`config.mk`:
```
export PLATFORM = sky130hd
export DESIGN_NAME = minmax_scan_16bit_flat
export DESIGN_NICKNAME = d
export VERILOG_FILES = /design/src/rtl/minmax_scan_16bit_pkg.sv /design/src/rtl/minmax_scan_16bit_if.sv /design/src/rtl/minmax_scan_16bit_ge.sv /design/src/rtl/minmax_scan_16bit.sv /design/src/flat_wrapper.sv
export SDC_FILE = /design/constraint.sdc
export NUM_CORES = 1
export LEC_CHECK = 0
export BUFFER_PORTS_ARGS = -buffer_cell sky130_fd_sc_hd__buf_2
export CAP_MARGIN = 15
export CORE_UTILIZATION = 35
export CTS_BUF_LIST = sky130_fd_sc_hd__clkbuf_4
export DETAILED_ROUTE_END_ITERATION = 10
export HOLD_SLACK_MARGIN = 0.06
export PLACE_DENSITY = 0.56
export SLEW_MARGIN = 20
export SYNTH_ARGS = -nofsm -noshare
export SYNTH_HDL_FRONTEND = slang
export SYNTH_SLANG_ARGS = --single-unit
```
`constraint.sdc`:
```
create_clock -name clk -period 4.26 [get_ports clk]
set_input_delay 0.213 -clock clk [delete_from_list [all_inputs] [get_ports clk]]
set_output_delay 0.213 -clock clk [all_outputs]
set_load 0.01 [all_outputs]
```
`src/rtl/minmax_scan_16bit_pkg.sv`:
```
// Shared types and sizing for the min/max scanner.
// Latency: n/a (declarations only).
// Backpressure: n/a.
package minmax_pkg;

    localparam int W       = 16;
    localparam int MAX_LEN = 16;
    localparam int CNT_W   = 5;
    localparam int IDX_W   = 4;

    typedef enum logic [2:0] {
        IDLE    = 3'd0,
        ACCEPT  = 3'd1,
        CMP_MAX = 3'd2,
        CMP_MIN = 3'd3,
        DONE    = 3'd4
    } state_t;

    // A scan length is usable when it is non-zero and fits the result storage.
    function automatic logic len_ok(input logic [CNT_W-1:0] l, input int max_len);
        return (l != '0) && (int'(l) <= max_len);
    endfunction

endpackage

```
`src/rtl/minmax_scan_16bit_if.sv`:
```
// Scan request, data stream and result bundle for the min/max scanner.
// Latency: n/a (wires only).
// Backpressure: in_ready gates in_data; start is only honoured while idle.
interface minmax_scan_16bit_if #(
    parameter int W     = minmax_pkg::W,
    parameter int CNT_W = minmax_pkg::CNT_W,
    parameter int IDX_W = minmax_pkg::IDX_W
);
    logic             start;
    logic [CNT_W-1:0] len;
    logic             in_valid;
    logic [W-1:0]     in_data;
    logic             in_ready;
    logic             busy;
    logic             done;
    logic             err;
    logic [W-1:0]     max_val;
    logic [W-1:0]     min_val;
    logic [IDX_W-1:0] max_idx;
    logic [IDX_W-1:0] min_idx;

    modport master (
        output start, len, in_valid, in_data,
        input  in_ready, busy, done, err, max_val, min_val, max_idx, min_idx
    );

    modport slave (
        input  start, len, in_valid, in_data,
        output in_ready, busy, done, err, max_val, min_val, max_idx, min_idx
    );
endinterface

```
`src/rtl/minmax_scan_16bit_ge.sv`:
```
// Unsigned greater-or-equal comparator shared by both compare phases.
// Latency: combinational.
// Backpressure: none.
module GE_16bit #(
    parameter int W = minmax_pkg::W
) (
    input  logic [W-1:0] a,
    input  logic [W-1:0] b,
    output logic         ge
);
    assign ge = (a >= b);
endmodule

```
`src/rtl/minmax_scan_16bit.sv`:
```
// Scans len unsigned words and reports the largest/smallest value with earliest index.
// Latency: 1 cycle for the first word, 3 per further word, done one cycle after the last compare.
// Backpressure: in_ready only in ACCEPT; words are consumed on in_valid && in_ready.
module minmax_scan_16bit #(
    parameter int MAX_LEN = minmax_pkg::MAX_LEN,
    parameter int W       = minmax_pkg::W
) (
    input  logic              clk,
    input  logic              rst,
    minmax_scan_16bit_if.slave bus
);
    import minmax_pkg::*;

    state_t            state;
    state_t            state_nxt;
    logic [CNT_W-1:0]  count;
    logic [CNT_W-1:0]  count_inc;
    logic [CNT_W-1:0]  len_q;
    logic [W-1:0]      hold;
    logic [W-1:0]      max_val;
    logic [W-1:0]      min_val;
    logic [IDX_W-1:0]  max_idx;
    logic [IDX_W-1:0]  min_idx;

    logic              start_ok;
    logic              xfer;
    logic              first_word;
    logic              in_ready;
    logic              busy;
    logic              done;
    logic              err;
    logic [W-1:0]      ge_a;
    logic [W-1:0]      ge_b;
    logic              ge;

    assign start_ok   = len_ok(bus.len, MAX_LEN);
    assign xfer       = bus.in_valid && in_ready;
    assign first_word = (count == '0);
    assign count_inc  = count + 1'b1;

    // One comparator: CMP_MAX asks "is the current max still >= hold",
    // CMP_MIN asks "is hold >= the current min"; a 0 means replace.
    GE_16bit #(.W(W)) u_ge (
        .a  (ge_a),
        .b  (ge_b),
        .ge (ge)
    );

    always_comb begin
        state_nxt = state;
        in_ready  = 1'b0;
        busy      = 1'b1;
        done      = 1'b0;
        err       = 1'b0;
        ge_a      = max_val;
        ge_b      = hold;
        case (state)
            IDLE: begin
                busy = 1'b0;
                if (bus.start) begin
                    if (start_ok) begin
                        state_nxt = ACCEPT;
                    end else begin
                        err = 1'b1;
                    end
                end
            end
            ACCEPT: begin
                in_ready = 1'b1;
                if (xfer) begin
                    if (first_word) begin
                        state_nxt = (len_q == 5'd1) ? DONE : ACCEPT;
                    end else begin
                        state_nxt = CMP_MAX;
                    end
                end
            end
            CMP_MAX: begin
                ge_a      = max_val;
                ge_b      = hold;
                state_nxt = CMP_MIN;
            end
            CMP_MIN: begin
                ge_a      = hold;
                ge_b      = min_val;
                state_nxt = (count_inc == len_q) ? DONE : ACCEPT;
            end
            DONE: begin
                done      = 1'b1;
                state_nxt = IDLE;
            end
            default: begin
                state_nxt = IDLE;
            end
        endcase
    end

    always_ff @(posedge clk or posedge rst) begin
        if (rst) begin
            state <= IDLE;
        end else begin
            state <= state_nxt;
        end
    end

    always_ff @(posedge clk or posedge rst) begin
        if (rst) begin
            count   <= '0;
            len_q   <= '0;
            hold    <= '0;
            max_val <= '0;
            min_val <= '0;
            max_idx <= '0;
            min_idx <= '0;
        end else begin
            case (state)
                IDLE: begin
                    if (bus.start && start_ok) begin
                        len_q <= bus.len;
                        count <= '0;
                    end
                end
                ACCEPT: begin
                    if (xfer) begin
                        if (first_word) begin
                            max_val <= bus.in_data;
                            min_val <= bus.in_data;
                            max_idx <= '0;
                            min_idx <= '0;
                            count   <= 5'd1;
                        end else begin
                            hold <= bus.in_data;
                        end
                    end
                end
                CMP_MAX: begin
                    if (!ge) begin
                        max_val <= hold;
                        max_idx <= count[IDX_W-1:0];
                    end
                end
                CMP_MIN: begin
                    if (!ge) begin
                        min_val <= hold;
                        min_idx <= count[IDX_W-1:0];
                    end
                    count <= count_inc;
                end
                default: begin
                end
            endcase
        end
    end

    assign bus.in_ready = in_ready;
    assign bus.busy     = busy;
    assign bus.done     = done;
    assign bus.err      = err;
    assign bus.max_val  = max_val;
    assign bus.min_val  = min_val;
    assign bus.max_idx  = max_idx;
    assign bus.min_idx  = min_idx;

endmodule

```
`src/flat_wrapper.sv`:
```
// flat-port wrapper written by rule: the top's interface ports become plain ports
module minmax_scan_16bit_flat import minmax_pkg::*;
#(
    parameter int MAX_LEN = minmax_pkg::MAX_LEN,
    parameter int W       = minmax_pkg::W
)
  (clk, rst, bus_start, bus_len, bus_in_valid, bus_in_data, bus_in_ready, bus_busy, bus_done, bus_err, bus_max_val, bus_min_val, bus_max_idx, bus_min_idx);
  minmax_scan_16bit_if #(.W(W)) bus_i ();
  input  logic clk;
  input  logic rst;
  input wire logic [$bits(bus_i.start)-1:0] bus_start;
  input wire logic [$bits(bus_i.len)-1:0] bus_len;
  input wire logic [$bits(bus_i.in_valid)-1:0] bus_in_valid;
  input wire logic [$bits(bus_i.in_data)-1:0] bus_in_data;
  output wire logic [$bits(bus_i.in_ready)-1:0] bus_in_ready;
  output wire logic [$bits(bus_i.busy)-1:0] bus_busy;
  output wire logic [$bits(bus_i.done)-1:0] bus_done;
  output wire logic [$bits(bus_i.err)-1:0] bus_err;
  output wire logic [$bits(bus_i.max_val)-1:0] bus_max_val;
  output wire logic [$bits(bus_i.min_val)-1:0] bus_min_val;
  output wire logic [$bits(bus_i.max_idx)-1:0] bus_max_idx;
  output wire logic [$bits(bus_i.min_idx)-1:0] bus_min_idx;
  assign bus_i.start = bus_start;
  assign bus_i.len = bus_len;
  assign bus_i.in_valid = bus_in_valid;
  assign bus_i.in_data = bus_in_data;
  assign bus_in_ready = bus_i.in_ready;
  assign bus_busy = bus_i.busy;
  assign bus_done = bus_i.done;
  assign bus_err = bus_i.err;
  assign bus_max_val = bus_i.max_val;
  assign bus_min_val = bus_i.min_val;
  assign bus_max_idx = bus_i.max_idx;
  assign bus_min_idx = bus_i.min_idx;
  minmax_scan_16bit #(.MAX_LEN(MAX_LEN), .W(W)) u_core (.clk(clk), .rst(rst), .bus(bus_i));
endmodule
```
**Word-level counts from Yosys, hierarchy flattened**

Index checks and enable logic that the tools add are counted.

- Word-level logic and storage cells: 69
- Register bits: 69
- Output and inout port bits: 44

- Equality and inequality tests: 13
- $lt $le $gt $ge: 2
- $add $sub $neg: 1
- Bitwise operators: 1
- Reduce and logical (&&, ||, !) cells: 15
- Mux-type cells: 29

Operators with widths:

| kind | count |
|---|---|
| two-way mux 16 bit | 5 |
| one-hot mux 16 bit (2 select lines) | 2 |
| two-way mux 3 bit | 6 |
| greater-or-equal comparator 16 bit | 1 |
| one-hot mux 4 bit (2 select lines) | 2 |
| two-way mux 5 bit | 3 |
| one-hot mux 5 bit (3 select lines) | 1 |
| two-way mux 4 bit | 3 |
| one-hot mux 3 bit (4 select lines) | 1 |
| AND reduction 4 bit | 3 |
| inequality test 2 x 1 -> 1 bit, second input constant | 4 |
| equality test 3 x 2 -> 1 bit, second input constant | 2 |
| two-way mux 1 bit | 6 |
| inequality test 2 bit, second input constant | 3 |
| AND reduction 3 bit | 2 |
| adder 5 x 1 -> 5 bit, second input constant | 1 |
| equality test 5 x 1 -> 1 bit, second input constant | 1 |
| equality test 5 bit | 1 |
| less-or-equal comparator 5 bit, second input constant | 1 |
| logical NOT 5 bit | 1 |
| nonzero test 5 bit | 1 |
| nonzero test 2 bit | 2 |
| equality test 3 x 1 -> 1 bit, second input constant | 1 |
| equality test 3 bit, second input constant | 1 |
| other kinds (5) | 7 |

**Logic depth before layout (Yosys ltp)**

- Depth after elaboration: 5
- Gate-level depth with buffers: 18
- Mapped depth without buffers: 11

**Modules after synthesis**

From an unflattened synthesis, not the netlist that was laid out.

- Cell total of the unflattened synthesis: 462
- Area, all modules: 3963.8 µm²

Modules (own cells, without submodules):

| module | instances | cells each | seq. area each (µm²) | area an instance (µm²) |
|---|---|---|---|---|
| minmax_scan_16bit | 1 | 407 | 1726.7 | 3564.7 |
| GE_16bit | 1 | 55 | 0.0 | 399.1 |

**Worst setup path before layout**

Ideal clock, no wire load.

- Path type: reg-to-reg
- Start point: reg u_core.state[2]
- End point: reg u_core.min_val[0], in the netlist u_core.bus.min_val[0]
- Arrival: 3523 ps
- Stages on the path, launching flop included: 18
- Library setup time: 127 ps
- Clock period less this slack: 3650 ps
- Slack: 610 ps
- Path buffers: 6
- Path through: dfrtp_1 nand2b_1 buf_2 or2_2 buf_2 buf_2 buf_1 nand2_1 nand2_1 ha_1 a41o_1 a211oi_2 o2111ai_1 nand3_1 o21a_1 buf_4 buf_6 mux2_1

- Longest elaborated chain between the ends: 5

Ends and longest elaborated chain:

| element | RTL line | source |
|---|---|---|
| start: declaration | minmax_scan_16bit.sv:14 | `state_t state;` |
| start signal: assignment | minmax_scan_16bit.sv:102 | `state <= state_nxt;` |
| equality test 3 x 2 -> 1 bit or equality test 3 x 1 -> 1 bit (tied branches) | minmax_scan_16bit.sv:57, minmax_scan_16bit.sv:116 |  |
| two-way mux 16 bit or two-way mux 1 bit (tied branches) | minmax_scan_16bit.sv:57 | `case (state)` |
| greater-or-equal comparator 16 bit or logical AND 1 bit (tied branches) | minmax_scan_16bit_ge.sv:11, minmax_scan_16bit.sv:37 |  |
| inequality test 2 bit (no line) or inequality test 2 x 1 -> 1 bit (tied branches) | - |  |
| AND reduction 4 bit (no line) | - |  |
| end signal: assignment | minmax_scan_16bit.sv:127 | `min_val <= bus.in_data;` |
| end signal: assignment | minmax_scan_16bit.sv:144 | `min_val <= hold;` |
| end: declaration | minmax_scan_16bit.sv:21 | `logic [W-1:0] min_val;` |

Several ways; a longest one is shown, not always the timed one.
A chain may end at the register's enable or synchronous reset.

**Worst setup path in the final report**

- Start point: reg u_core.state[1]
- End point: reg u_core.max_val[6], in the netlist u_core.bus.max_val[6]

- Longest elaborated chain between the ends: 5

Ends and longest elaborated chain:

| element | RTL line | source |
|---|---|---|
| equality test 3 x 2 -> 1 bit or equality test 3 x 1 -> 1 bit (tied branches) | minmax_scan_16bit.sv:57, minmax_scan_16bit.sv:116 |  |
| two-way mux 16 bit or two-way mux 1 bit (tied branches) | minmax_scan_16bit.sv:57 |  |
| greater-or-equal comparator 16 bit or logical AND 1 bit (tied branches) | minmax_scan_16bit_ge.sv:11, minmax_scan_16bit.sv:37 |  |
| inequality test 2 bit (no line) or inequality test 2 x 1 -> 1 bit (tied branches) | - |  |
| AND reduction 4 bit (no line) | - |  |
| end signal: assignment | minmax_scan_16bit.sv:126 | `max_val <= bus.in_data;` |
| end signal: assignment | minmax_scan_16bit.sv:138 | `max_val <= hold;` |
| end: declaration | minmax_scan_16bit.sv:20 | `logic [W-1:0] max_val;` |

Several ways; a longest one is shown, not always the timed one.

==> impl_metrics.toml <==
[route]
drt_iter0_drc = 192
vias_per_cell = 5.35
highest_layer = "met4"
drt-total-wl_um = 11600
num_vias = 3659
wl_met3_um = 486
dr.pass1.iters = 8
wl_met2_um = 5570
post-route-drc-count = 4
wl_met1_um = 5410
routedWlPerCell_um = 17.0
antenna_left = 0

[setup_path]
path_cells = "inv_1 > nor2_4 > buf_4 > nand2_1 > nand2_1 > ha_1 > nand2b_1 > a2111oi_1 > o2111ai_1 > nand3_1 > buf_4 > o21a_2 > o221a_1"
crit_family = "compound AO/OA/AOI/OAI gates"
crit_buf_inv = 3
cpPeakStageDelay_ns = 0.57
cp.arrival_ns = 4.30
worst_path_max_delay_cell = "a2111oi_1"
critPathMaxFanout = 17
required_ns = 4.62
critPathKind = "reg -> reg"
cp-end-kind = "flop"
startpoint_type = "flop"

[cells_and_area]
post-route-cell-area_um2 = 5060
nFillCells = 1167
layout.nets = 579
area.growth.synth_to_final_pct = 19.7
fin_cells = 684
post_route_cells_drive_above_1_share_pct = 25.9
n_antenna_cell = 0

[timing]
setup_tns_ns = 0
worst_slew_margin_rel_pct = 29.1
max_freq_mhz = 254
rsz0062_at_grt = "false"
worst_slew_pin_slew_ns = 1.06
final_max_slew_viol_count = 0
final-hold-violation-count = 0
setup_slack_ns = 0.320
timing.final.crit_share_pct = 92.5
setup_viol = 0
fin_worst_skew_ns = 0.0124
period_minus_slack_ns = 3.94

[synth]
synth_area_um2 = 4230
syn_inst = 453
yosysMostFrequentCell = "nand2_1"
seq_area_frac_synth_pct = 40.8
synth_area_leader_cell = "dfrtp_1"
yosysTopAreaCellShare_pct = 40.8
yosysWarnings = 0
yosys-top-cells-count = "nand2_1 (91), dfrtp_1 (69), nor2_1 (58)"
async_flop_share_pct = 100
ys_ff_latch = 69
synth_top_cells_by_area = "dfrtp_1 (41%), nand2_1 (8.1%), mux2_2 (7.5%)"
synth_cell_types = 54
synth-edff-count = 0
synth_fp_nets = 496
synthFlopType = "dfrtp_1"
synth_area_per_cell_um2 = 9.34

[placed_design]
dpl.cell_count = 646
placed_cell_area_um2 = 4710
hpwl_um = 7760
dp_slack_ns = 0.409
io_buffers = 68
gp_congestion = 0.817

[die]
start_util_pct = 36.4
pin_count = 69
die_h_um = 112
fp.dieW_um = 112
core_area_um2 = 11600
rows = 39
dieArea_um2 = 12500

[global_route]
grt.overflow.total = 0
antenna_found_initial = 0
grt_pass1_vias = 3728
grt_usage_pct = 19.5
grt_max_degree = 43
grt_pass1_wl_um = 19000

[clock_network]
postCtsSetupBuffers = 0
cts_made_buffers = 9
clk_latency_ns = 0.43
cts_tree = "yes"
cts.clk_slew.worst_paths_ns = 0.13
clockRootBuffer = "clkbuf_4"
cts_buffer_depth = 2
h-tree-depth = 3
cts_sinks = 69

[power_and_ir_drop]
powerDensity_nw_per_um2 = 865
pwr-share-seq_pct = 30.6
p_leak_uw = 0.00233
pwr-share-clk_pct = 9.8
internal-power_uw = 2310
sw_frac_of_total_pct = 47.2
p_sw_uw = 2070
ir_drop_mv = 0.329
combPwrFrac_pct = 59.6

[hold_path]
hold_path.class = "in -> reg"

[status]
status = "finished with violations"
violations = "design-rule violations"

[job]
max_cap_viol_count = 0
-- layout make-up --
type | count | area (um2) | share of cell area, %
Sequential cell | 69 | 1730 | 34.1
Tap cell | 143 | 179 | 3.53
Clock buffer | 9 | 67.6 | 1.33
Clock inverter | 7 | 66.3 | 1.31
Inverter | 6 | 22.5 | 0.445
Timing Repair Buffer | 100 | 648 | 12.8
Multi-Input combinational cell | 350 | 2350 | 46.5
-- power groups by stage --
stage | sequential, uW | combinational (uW) | clock [uW]
after CTS | 1330 | 2620 | 451
after floorplan | 1290 | 1830 | 0
after global placement | 1340 | 2550 | 0
after global routing | 1390 | 2890 | 472
after detailed placement | 1350 | 2590 | 0
final | 1340 | 2610 | 429
-- final timing paths --
path | from | endpoint | slack, ns | cells past startpoint
min reg2reg | u_core.bus.max_idx[0] | u_core.bus.max_idx[0] | 0.51 | 1
min in group asynchronous | rst | u_core.count[1] | 0.41 | 3
max | u_core.state[1] | u_core.bus.max_val[6] | 0.32 | 13
max in group asynchronous | rst | u_core.hold[15] | 2.83 | 4
max reg2reg | u_core.state[1] | u_core.bus.max_val[6] | 0.32 | 13
min | bus_start | u_core.state[2] | 0.21 | 4
-- cell usage in the layout, fill, tap and decap left out, types with 4 or more instances in the layout --
cell type	instances
a21oi_1	7
a31oi_1	4
a32o_1	8
buf_2	68
buf_4	9
clkbuf_4	9
clkinv_2	4
dfrtp_1	69
dlygate4sd3_1	22
ha_1	18
inv_1	5
mux2_1	10
mux2_2	28
mux2i_1	15
nand2_1	91
nand3_1	5
nor2_1	57
nor3_1	20
o21a_1	5
o21ai_0	22
o221a_1	10
o221a_2	6
-- flip-flops by register name, summed over array words and instances, names as in the netlist --
register            count
u_core.bus.max_val     16
u_core.state            3
u_core.bus.min_val     16
u_core.bus.max_idx      4
u_core.bus.min_idx      4
u_core.count            5
u_core.hold            16
u_core.len_q            5
-- timing repair --
action / CTS / global route
gates resized for setup: 0 / 0
endpoints found under the hold margin: 48 / 0
endpoints found under the setup margin: 0 / 0
hold buffers: 22 / 0
-- layer usage --
metal	up-vias	GRT usage [%]
li1	1798	-
met1	1765	25.0
met2	84	32.7
met3	12	4.25
met4	0	5.95
met5	-	0
-- logic make-up (layout without fill, tap and decap cells) --
logic type,count (synthesis),in the layout,synth area share [%]
flops,69,69,40.8
xor+xnor,6,6,1.24
buf+inv,34,122,3.99
simple gates,193,193,19.6
mux,53,53,13.7
fa+ha+maj,18,18,5.33
compound gates,80,80,15.3
-- worst min-delay path: stages --
cell,delay [ns]
buf_2,0.11
nand3b_1,0.08
a21o_1,0.16
nor3_1,0.06
-- per-stage QoR --
step	util, %	hold WS (ns)	total power [uW]
2_1_floorplan	-	0.364	3120
6_report	43.6	0.210	4380
4_1_cts	43.6	0.184	4410
3_3_place_gp	40.5	0.338	3890
5_1_grt	43.6	0.213	4750
3_5_place_dp	40.5	0.343	3940
(Power assumes the default switching activity.)
